===== config.mk =====
export PLATFORM = sky130hd
export DESIGN_NAME = load_store_unit
export DESIGN_NICKNAME = d
export VERILOG_FILES = /design/src/rtl/load_store_unit.sv
export SDC_FILE = /design/constraint.sdc
export NUM_CORES = 1
export LEC_CHECK = 0
export CAP_MARGIN = 5
export CORE_MARGIN = 1
export CORE_UTILIZATION = 40
export DETAILED_ROUTE_END_ITERATION = 10
export HOLD_SLACK_MARGIN = 0.1
export PLACE_DENSITY = 0.73
export REMOVE_ABC_BUFFERS = 1
export SLEW_MARGIN = 10
export SYNTH_ARGS = -nofsm -noshare
export SYNTH_HDL_FRONTEND = slang
export SYNTH_SLANG_ARGS = --single-unit

===== constraint.sdc =====
create_clock -name clk -period 4.93 [get_ports clk]
set_input_delay 0.986 -clock clk [delete_from_list [all_inputs] [get_ports clk]]
set_output_delay 0.986 -clock clk [all_outputs]
set_load 0.02 [all_outputs]

===== src/rtl/load_store_unit.sv =====
// Load/store initiator for the data port of a word-wide synchronous memory.
// Sub-word stores are handled as read-modify-write; loads are lane-extracted and extended.
module load_store_unit #(
  parameter logic [31:0] ADDR_LIMIT = 32'd16384
) (
  input  logic        clk,
  input  logic        rst,
  input  logic        req_valid,
  output logic        req_ready,
  input  logic        req_wen,
  input  logic [1:0]  req_size,
  input  logic        req_unsigned,
  input  logic [31:0] req_addr,
  input  logic [31:0] req_wdata,
  output logic        resp_valid,
  output logic [31:0] resp_rdata,
  output logic        resp_misalign,
  output logic        resp_fault,
  output logic [31:0] mem_addr,
  input  logic [31:0] mem_rdata,
  output logic        mem_wen,
  output logic [31:0] mem_wdata
);

  typedef enum logic [1:0] {IDLE, READ, MERGE, WRITE} state_t;

  state_t      state, state_nxt;
  logic [31:0] addr_q, wdata_q;
  logic [1:0]  size_q;
  logic        wen_q, uns_q;
  logic        accept, misalign, fault;
  logic [31:0] lane, load_data, merged;

  assign req_ready = (state == IDLE);
  assign accept    = req_valid && req_ready;
  assign mem_addr  = {addr_q[31:2], 2'b00};

  assign misalign = (req_size == 2'b11) ||
                    (req_size == 2'b01 && req_addr[0]) ||
                    (req_size == 2'b10 && req_addr[1:0] != 2'b00);
  assign fault    = (req_addr >= ADDR_LIMIT);

  always_ff @(posedge clk or posedge rst) begin
    if (rst) state <= IDLE;
    else     state <= state_nxt;
  end

  // mem_wen decodes purely from state so an async reset kills a write in flight
  always_comb begin
    state_nxt = state;
    mem_wen   = 1'b0;
    case (state)
      IDLE: begin
        if (accept && !misalign && !fault) begin
          if (req_wen && req_size == 2'b10) state_nxt = WRITE;
          else                              state_nxt = READ;
        end
      end
      READ:  state_nxt = MERGE;
      MERGE: begin
        mem_wen   = wen_q;
        state_nxt = IDLE;
      end
      WRITE: begin
        mem_wen   = 1'b1;
        state_nxt = IDLE;
      end
      default: state_nxt = IDLE;
    endcase
  end

  assign lane = mem_rdata >> {addr_q[1:0], 3'b000};

  always_comb begin
    load_data = mem_rdata;
    case (size_q)
      2'b00: load_data = {{24{lane[7] & ~uns_q}}, lane[7:0]};
      2'b01: load_data = {{16{lane[15] & ~uns_q}}, lane[15:0]};
      default: load_data = mem_rdata;
    endcase
  end

  always_comb begin
    merged = mem_rdata;
    if (size_q == 2'b00)      merged[{addr_q[1:0], 3'b000} +: 8]  = wdata_q[7:0];
    else if (size_q == 2'b01) merged[{addr_q[1], 4'b0000} +: 16] = wdata_q[15:0];
  end

  assign mem_wdata = !mem_wen ? 32'd0 : (state == WRITE) ? wdata_q : merged;

  always_ff @(posedge clk or posedge rst) begin
    if (rst) begin
      addr_q  <= '0;
      wdata_q <= '0;
      size_q  <= '0;
      wen_q   <= 1'b0;
      uns_q   <= 1'b0;
    end else if (accept) begin
      addr_q  <= req_addr;
      wdata_q <= req_wdata;
      size_q  <= req_size;
      wen_q   <= req_wen;
      uns_q   <= req_unsigned;
    end
  end

  // misalign wins over fault when both apply
  always_ff @(posedge clk or posedge rst) begin
    if (rst) begin
      resp_valid    <= 1'b0;
      resp_rdata    <= '0;
      resp_misalign <= 1'b0;
      resp_fault    <= 1'b0;
    end else begin
      resp_valid    <= 1'b0;
      resp_rdata    <= '0;
      resp_misalign <= 1'b0;
      resp_fault    <= 1'b0;
      case (state)
        IDLE: begin
          if (accept && misalign) begin
            resp_valid    <= 1'b1;
            resp_misalign <= 1'b1;
          end else if (accept && fault) begin
            resp_valid <= 1'b1;
            resp_fault <= 1'b1;
          end
        end
        MERGE: begin
          resp_valid <= 1'b1;
          if (!wen_q) resp_rdata <= load_data;
        end
        WRITE: resp_valid <= 1'b1;
        default: ;
      endcase
    end
  end

endmodule


**Word level (Yosys, flattened, before mapping)**

Cells that the tools add are included.

- Bits of input ports: 103
- Word-level logic and storage cells: 65
- Output and inout port bits: 101
- Flip-flop bits (word level): 105

- Multiplexer cells: 20
- Bitwise operators: 3
- Equal/unequal tests: 8
- Reductions and logical operators: 16
- Shifts and indexed selects: 5
- $add $sub $neg: 2
- Magnitude comparators: 1

Operator list:

| operator | number |
|---|---|
| $mux 32 | 6 |
| $bwmux 32 | 2 |
| $pmux 32 s2 | 1 |
| $ge 32x15->1 const B | 1 |
| $shift 16x7->32 const A | 1 |
| $shift 8x7->32 const A | 1 |
| $shiftx 16x7->32 | 1 |
| $shiftx 8x7->32 | 1 |
| $shr 32x5->16 | 1 |
| $neg 5->7 | 2 |
| $eq 2x2->1 const B | 4 |
| $logic_and 1x1->1 | 8 |
| $eq 2x1->1 const B | 3 |
| $mux 1 | 6 |
| $pmux 2 s3 | 1 |
| $logic_not 2->1 | 2 |
| $mux 2 | 2 |
| $pmux 1 s2 | 2 |
| $and 1x1->1 | 2 |
| $logic_not 1->1 | 2 |
| $logic_or 1x1->1 | 2 |
| $ne 2x1->1 const B | 1 |
| $reduce_bool 2->1 | 1 |
| $reduce_or 2->1 | 1 |
| $not 1->1 | 1 |

**Logic depth before layout (Yosys ltp)**

Gate-level depths: netlist of run 1.

- Depth after elaboration: 9
- Depth in mapped cells: 10

**Worst setup path after synthesis of run 1**

No wires, ideal clock.

- Kind: register to output
- From: register addr_q[1]
- To: output mem_wdata[24]
- Path slack: 1.157 ns
- Arrival time: 2.787 ns
- Cell stages (with the launch flop): 8
- Cells stage by stage: dfrtp_1 -> buf_6 -> buf_2 -> inv_1 -> ha_1 -> nor4_4 -> a221oi_1 -> a2111oi_0

- Cells in the longest elaborated chain, start to end: 7

RTL lines:

| item | RTL line | text |
|---|---|---|
| from (decl) | 28 | `logic [31:0] addr_q, wdata_q;` |
| from (signal assigned) | 99 | `addr_q <= req_addr;` |
| $neg 5->7 | 86 | `else if (size_q == 2'b01) merged[{addr_q[1], 4'b0000} +: 16] = wdata_q[15:0];` |
| $shiftx 16x7->32 or $shift 16x7->32 (tied branches) | 86 |  |
| $bwmux 32 | 86 |  |
| $mux 32 | 86 |  |
| $mux 32 (*) | 85 | `if (size_q == 2'b00) merged[{addr_q[1:0], 3'b000} +: 8] = wdata_q[7:0];` |
| $mux 32 (*) (2 in a row) | 89 | `assign mem_wdata = !mem_wen ? 32'd0 : (state == WRITE) ? wdata_q : merged;` |
| to (decl) | 22 | `output logic [31:0] mem_wdata` |

Mark *: on every way between the ends. The rest lies on a longest branch, timed or not.

**Worst setup path in the final report of run 1**

- From: register addr_q[0]
- To: output mem_wdata[24]

- Cells in the longest elaborated chain, start to end: 6

RTL lines:

| item | RTL line |
|---|---|
| $neg 5->7 (*) | 85 |
| $shiftx 8x7->32 or $shift 8x7->32 (tied branches) | 85 |
| $bwmux 32 (*) | 85 |
| $mux 32 (*) | 85 |
| $mux 32 (*) (2 in a row) | 89 |

Marked as above.

==> results of run 1 <==
## layer usage
| layer | GRT usage [%] | up-vias |
|---|---|---|
| li1 | - | 2292 |
| met1 | 31.37 | 2405 |
| met2 | 38.88 | 251 |
| met3 | 8.567 | 36 |
| met4 | 9.954 | 0 |
| met5 | 0 | - |
## cell type report
class	instances	area, sq um
inverter	24	92.59
timing repair buffer	209	2072
tap	180	225.2
fill	1185	6031
sequential	105	2628
multi-input combinational	351	2611
clock buffer	12	246.5
clock inverter	4	28.78
## worst max-delay path by stage
| stage | startpoint | to | slack [ps] | depth (start not counted) |
|---|---|---|---|---|
| floorplan | addr_q[1] | mem_wdata[24] | 810 | 5 |
| global placement | addr_q[0] | mem_wdata[24] | 470 | 6 |
| detailed placement | addr_q[0] | mem_wdata[24] | 480 | 6 |
| CTS | addr_q[0] | mem_wdata[24] | 60 | 6 |
| global route | addr_q[0] | mem_wdata[24] | 20 | 6 |
| finish | addr_q[0] | mem_wdata[24] | 200 | 6 |
## layout by cell type (no fill, tap or decap), types with 8 or more instances in the layout
master           Yosys  routed
nor2_1              34      34
clkbuf_16            0       9
nor3_1              10      10
mux2_2              58      58
nand2_1             23      23
mux2i_1              9       9
inv_1               21      20
o21ai_0             27      27
nor2b_1             25      25
clkdlybuf4s50_1      0     201
a32o_1               8       8
dfrtp_1            105     105
a21oi_1             37      37
o211ai_1             9       9
buf_4               34       8
a221oi_1            16      16
a22oi_1             15      15
## report_power, final
| group | internal [mW] | total, mW | switching, mW | leakage [nW] |
|---|---|---|---|---|
| logic | 0.231 | 0.475 | 0.244 | 1.72 |
| clock network | 0.357 | 0.680 | 0.323 | 0.129 |
| registers | 0.917 | 0.967 | 0.0498 | 1.31 |
| total | 1.51 | 2.12 | 0.617 | 3.16 |
## cells in the mapped netlist (4+ instances only)
cell type    n  area (sq um)
dfrtp_1    105          2628
mux2_2      58         653.1
a21oi_1     37         185.2
buf_4       34         255.2
nor2_1      34         127.6
o21ai_0     27         135.1
nor2b_1     25         156.4
nand2_1     23         86.33
inv_1       21         78.83
buf_2       17         85.08
a221oi_1    16         140.1
a22oi_1     15         112.6
clkbuf_1    13         48.80
nor3_1      10         50.05
mux2i_1      9         90.09
o211ai_1     9         67.56
a2111oi_0    8         70.07
a32o_1       8         80.08
a22o_1       7         61.31
a32oi_1      7         61.31
o21bai_1     7         52.55
o221a_2      7         78.83
o221ai_1     7         61.31
ha_1         5         62.56
nor4_1       4         25.02
## registers in the layout, summed over array words and instances (netlist names)
| name | flops |
|---|---|
| resp_valid | 1 |
| wen_q | 1 |
| addr_q | 32 |
| state | 2 |
| resp_fault | 1 |
| resp_misalign | 1 |
| resp_rdata | 32 |
| size_q | 2 |
| wdata_q | 32 |
| uns_q | 1 |
## per-stage QoR
step,utilization [%],instances
2_1_floorplan,-,480
3_3_place_gp,54.72,869
3_5_place_dp,54.72,869
4_1_cts,56.69,885
5_1_grt,56.72,885
6_report,56.72,885
## kinds of logic (layout without fill, tap and decap cells)
| kind of cell | after synthesis | after routing | share of synthesized area [%] |
|---|---|---|---|
| AOI/OAI and AO/OA | 164 | 164 | 20.68 |
| and+or+nand+nor | 112 | 112 | 10.09 |
| DFF | 105 | 105 | 45.66 |
| buffers and inverters | 94 | 249 | 9.111 |
| muxes | 68 | 68 | 13.31 |
| adders and majority gates | 5 | 5 | 1.087 |
| other | 1 | 2 | 0.06517 |
==> results.json, run 1 <==
{
  "status": "completed",
  "track_usage_pct": 24.87,
  "setup_ws_ps": 199.5,
  "grt_pass1_wl_um": 27710,
  "irDropWorstVdd_uv": 234.7,
  "wire_per_inst_um": 20.33,
  "drive_above_1_share_pct": 14.18,
  "cts-hold-fix-buffers": 0,
  "worst_pin_slew_ps": 1065,
  "die_area_sq_mm": 0.01487,
  "synth_seq_cells": 105,
  "yosysSeqAreaShare_pct": 45.66,
  "r2r-end": "addr_q[9]",
  "cpPeakStageDelay_ps": 720,
  "antenna_cells": 0,
  "met2WireLength_um": 8441,
  "synth_area_sq_mm": 0.005754,
  "finalSetupViolCount": 0,
  "cp_max_fo": 16,
  "critPathKind": "reg -> out",
  "cts_tree": "built",
  "timing.hold.ws_ps": 506.0,
  "r2r_start": "state[0]",
  "postRouteAntennaNets": 0,
  "worstRegToRegCells": 4,
  "worstHoldStart": "addr_q[8]",
  "antenna_found_initial": 0,
  "drtPass1Iterations": 7,
  "cp-end-kind": "output port",
  "clock-sinks": 105,
  "design.core.area_sq_mm": 0.01393,
  "place_ws_ps": 475.7,
  "syn_to_final_growth_pct": 37.36,
  "post-route-period-util_pct": 95.95,
  "ioPinCount": 204,
  "cts_buffers": 9,
  "htreeDepth": 3,
  "skew_ps": 4.753,
  "m1WireLength_um": 7190,
  "gr-total-overflow": 0,
  "cts-root-buf": "clkbuf_16",
  "fmax_ghz": 0.2114,
  "cts_buffer_depth": 2,
  "die_x_um": 121.9,
  "synth_cell_types": 49,
  "vias": 4984,
  "nets": 808,
  "holdPathEnd": "addr_q[8]",
  "syn_inst": 549,
  "grt_pass1_vias": 5062,
  "met3_wirelength_um": 1832,
  "fin_area_sq_mm": 0.007904,
  "initial_utilization_pct": 41.29,
  "crit_family": "buffers and inverters",
  "hpwl_um": 13680,
  "min_period_ps": 4730,
  "power_leakage_nw": 3.163,
  "rsz0062_at_grt": "no",
  "synth_edf_count": 0,
  "hold_path.class": "reg -> reg",
  "critPathSlowestCell": "clkdlybuf4s50_1",
  "slew_headroom_pct": 29.02,
  "arrival_ps": 3740,
  "total_power_mw": 2.123,
  "synth-main-ff-cell": "dfrtp_1",
  "cp.required_ps": 3940,
  "cp-start-kind": "register",
  "route.detailed.drc": 0,
  "rows": 43,
  "postCtsSetupRepairBufs": 0,
  "power.density_mw_per_mm2": 268.5,
  "cts.clk_slew.worst_paths_ps": 70,
  "reg2reg_slack_ps": 2360,
  "cp_cell_sequence": "inv_1, ha_1, nor4_4, a221oi_1, a2111oi_1, clkdlybuf4s50_1",
  "insertion_delay_ps": 350,
  "maxSlewViolCount": 0,
  "avgViaCountPerCell": 5.632,
  "post_synth.cell_area_avg_sq_um": 10.48,
  "dr.first_iter.drc_count": 389,
  "setup_tns_ps": 0,
  "dr.max_layer_used": "met4",
  "worst-path-buf-inv": 2,
  "yosys_warnings": 0,
  "max-cap-violations": 0,
  "numPortBuffers": 201,
  "drt_wl_total_um": 17990,
  "gp_congestion": 0.9703,
  "grt_start_max_net_pins": 88,
  "hold_violations": 0,
  "ctsResizeCount": 0,
  "placed_area_sq_mm": 0.007625,
  "hold_depth": 1,
  "synth-async-reset-ratio_pct": 100.0,
  "die-height_um": 121.9
}
(Power assumes the default switching activity.)
==> run 2: changes to the inputs <==
--- a/config.mk
+++ b/config.mk
@@ -7,7 +7,9 @@
 export LEC_CHECK = 0
 export CAP_MARGIN = 5
+export CORE_ASPECT_RATIO = 1.25
 export CORE_MARGIN = 1
 export CORE_UTILIZATION = 40
 export DETAILED_ROUTE_END_ITERATION = 10
+export GPL_ROUTABILITY_DRIVEN = 0
 export HOLD_SLACK_MARGIN = 0.1
 export PLACE_DENSITY = 0.73
==> constraint.sdc (replaced) <==
create_clock -name clk -period 4.93 [get_ports clk]
set_input_delay 0.986 -clock clk [delete_from_list [all_inputs] [get_ports clk]]
set_output_delay 0.986 -clock clk [all_outputs]
set_load 0.05 [all_outputs]
==> run 2 against run 1 <==
  * Clock-buffer cell count did not move
  * Worst setup slack better by 330 ps
  * Utilization is 0.11 points lower
  * Worst hold slack better by 0.60 ps
  * Largest cell class unchanged
==> results.json, run 2 (same netlist as run 1, synthesis figures left out) <==
{
  "status": "completed",
  "grt_pass1_vias": 5159,
  "fill_cells": 1225,
  "postRouteAntennaNets": 0,
  "cp-start-kind": "register",
  "power_leakage_nw": 3.196,
  "cts_buffers": 9,
  "hold_violations": 0,
  "post-route-period-util_pct": 89.22,
  "cts-root-buf": "clkbuf_16",
  "insertion_delay_ps": 340,
  "cp.required_ps": 3940,
  "grt_pass1_wl_um": 27610,
  "route.detailed.drc": 0,
  "arrival_ps": 3410,
  "numPortBuffers": 201,
  "final_common_cell": "clkdlybuf4s50_1",
  "hold_path.class": "reg -> reg",
  "final_cells": 880,
  "drt_wl_total_um": 17880,
  "hpwl_um": 13450,
  "syn_to_final_growth_pct": 37.07,
  "drive_above_1_share_pct": 15.60,
  "clock-sinks": 105,
  "drtPass1Iterations": 5,
  "vias": 5109,
  "maxSlewViolCount": 0,
  "min_period_ps": 4399,
  "total_power_mw": 2.194,
  "antenna_found_initial": 0,
  "grt_start_max_net_pins": 77,
  "slew_headroom_pct": 27.31,
  "die-height_um": 136.1,
  "die_area_sq_mm": 0.01487,
  "cp_max_fo": 8,
  "max-cap-violations": 0,
  "critPathKind": "reg -> out",
  "cts_buffer_depth": 2,
  "cts-hold-fix-buffers": 0,
  "rsz0062_at_grt": "no",
  "wire_per_inst_um": 20.32,
  "design.core.area_sq_mm": 0.01393,
  "cts.clk_slew.worst_paths_ps": 70,
  "avgViaCountPerCell": 5.806,
  "rows": 48,
  "postCtsSetupRepairBufs": 0,
  "power.density_mw_per_mm2": 278.2,
  "final_cell_mix": "clkdlybuf4s50_1 (193), dfrtp_1 (105), mux2_2 (58), a21oi_1 (37), nor2_1 (34)",
  "placed_area_sq_mm": 0.007599,
  "dp.cells": 864,
  "htreeDepth": 3,
  "track_usage_pct": 24.53,
  "finalSetupViolCount": 0,
  "skew_ps": 6.167,
  "die_x_um": 109.3,
  "initial_utilization_pct": 41.30,
  "irDropWorstVdd_uv": 157.0,
  "worst_pin_slew_ps": 1086,
  "largestRegisters": "addr_q x32, resp_rdata x32, wdata_q x32",
  "gr-total-overflow": 0,
  "cp-end-kind": "output port",
  "nets": 808,
  "fmax_ghz": 0.2273,
  "reg2reg_slack_ps": 2410,
  "cts_tree": "built",
  "ctsResizeCount": 0,
  "fin_area_sq_mm": 0.007888,
  "antenna_cells": 0,
  "post-route-util_pct": 56.61,
  "setup_tns_ps": 0,
  "ioPinCount": 204,
  "dr.first_iter.drc_count": 271
}
-- run 2: per-layer routing --
layer  GRT usage [%]  wire length (um)  vias up
li1                -                 -     2287
met1           29.22              6507     2447
met2           41.13              8735      304
met3           5.225              1680       71
met4           12.96               957        0
met5               0                 0        -
-- run 2: power by group --
part           switching [mW]  total, mW  internal (mW)
clock network           0.318      0.689          0.371
logic                   0.308      0.538          0.230
registers              0.0504      0.968          0.917
-- run 2: stage by stage --
stage / hold slack (ps) / setup WS, ps
6_report: 506.6 / 531.4
3_3_place_gp: 489.0 / 1040
5_1_grt: 523.1 / 309.8
2_1_floorplan: 481.2 / -540.4
4_1_cts: 510.4 / 552.8
3_5_place_dp: 494.2 / 929.1
-- run 2: cell type report --
cell class	count	area [sq um]	area share, %
Clock buffer	12	256.5	3.252
Tap cell	175	219.0	2.776
Sequential cell	105	2628	33.31
Timing Repair Buffer	209	2052	26.02
Multi-Input combinational cell	351	2613	33.12
Inverter	24	92.59	1.174
Clock inverter	4	27.53	0.3490
-- run 2: worst paths after layout --
kind                       startpoint       endpoint  cells past startpoint
max                         addr_q[0]   mem_wdata[7]                      6
min reg2reg                addr_q[12]     addr_q[12]                      1
max reg2reg                  state[0]     addr_q[23]                      4
min                        addr_q[12]     addr_q[12]                      1
min in group asynchronous         rst      addr_q[4]                      2
max in group asynchronous         rst  resp_rdata[1]                      3
-- run 2: critical path: stages, from the launching register on --
cell             delay, ps
dfrtp_1                390
inv_1                  210
ha_1                   350
o41a_1                 440
o21ai_1                580
a32o_1                 290
clkdlybuf4s50_1        810
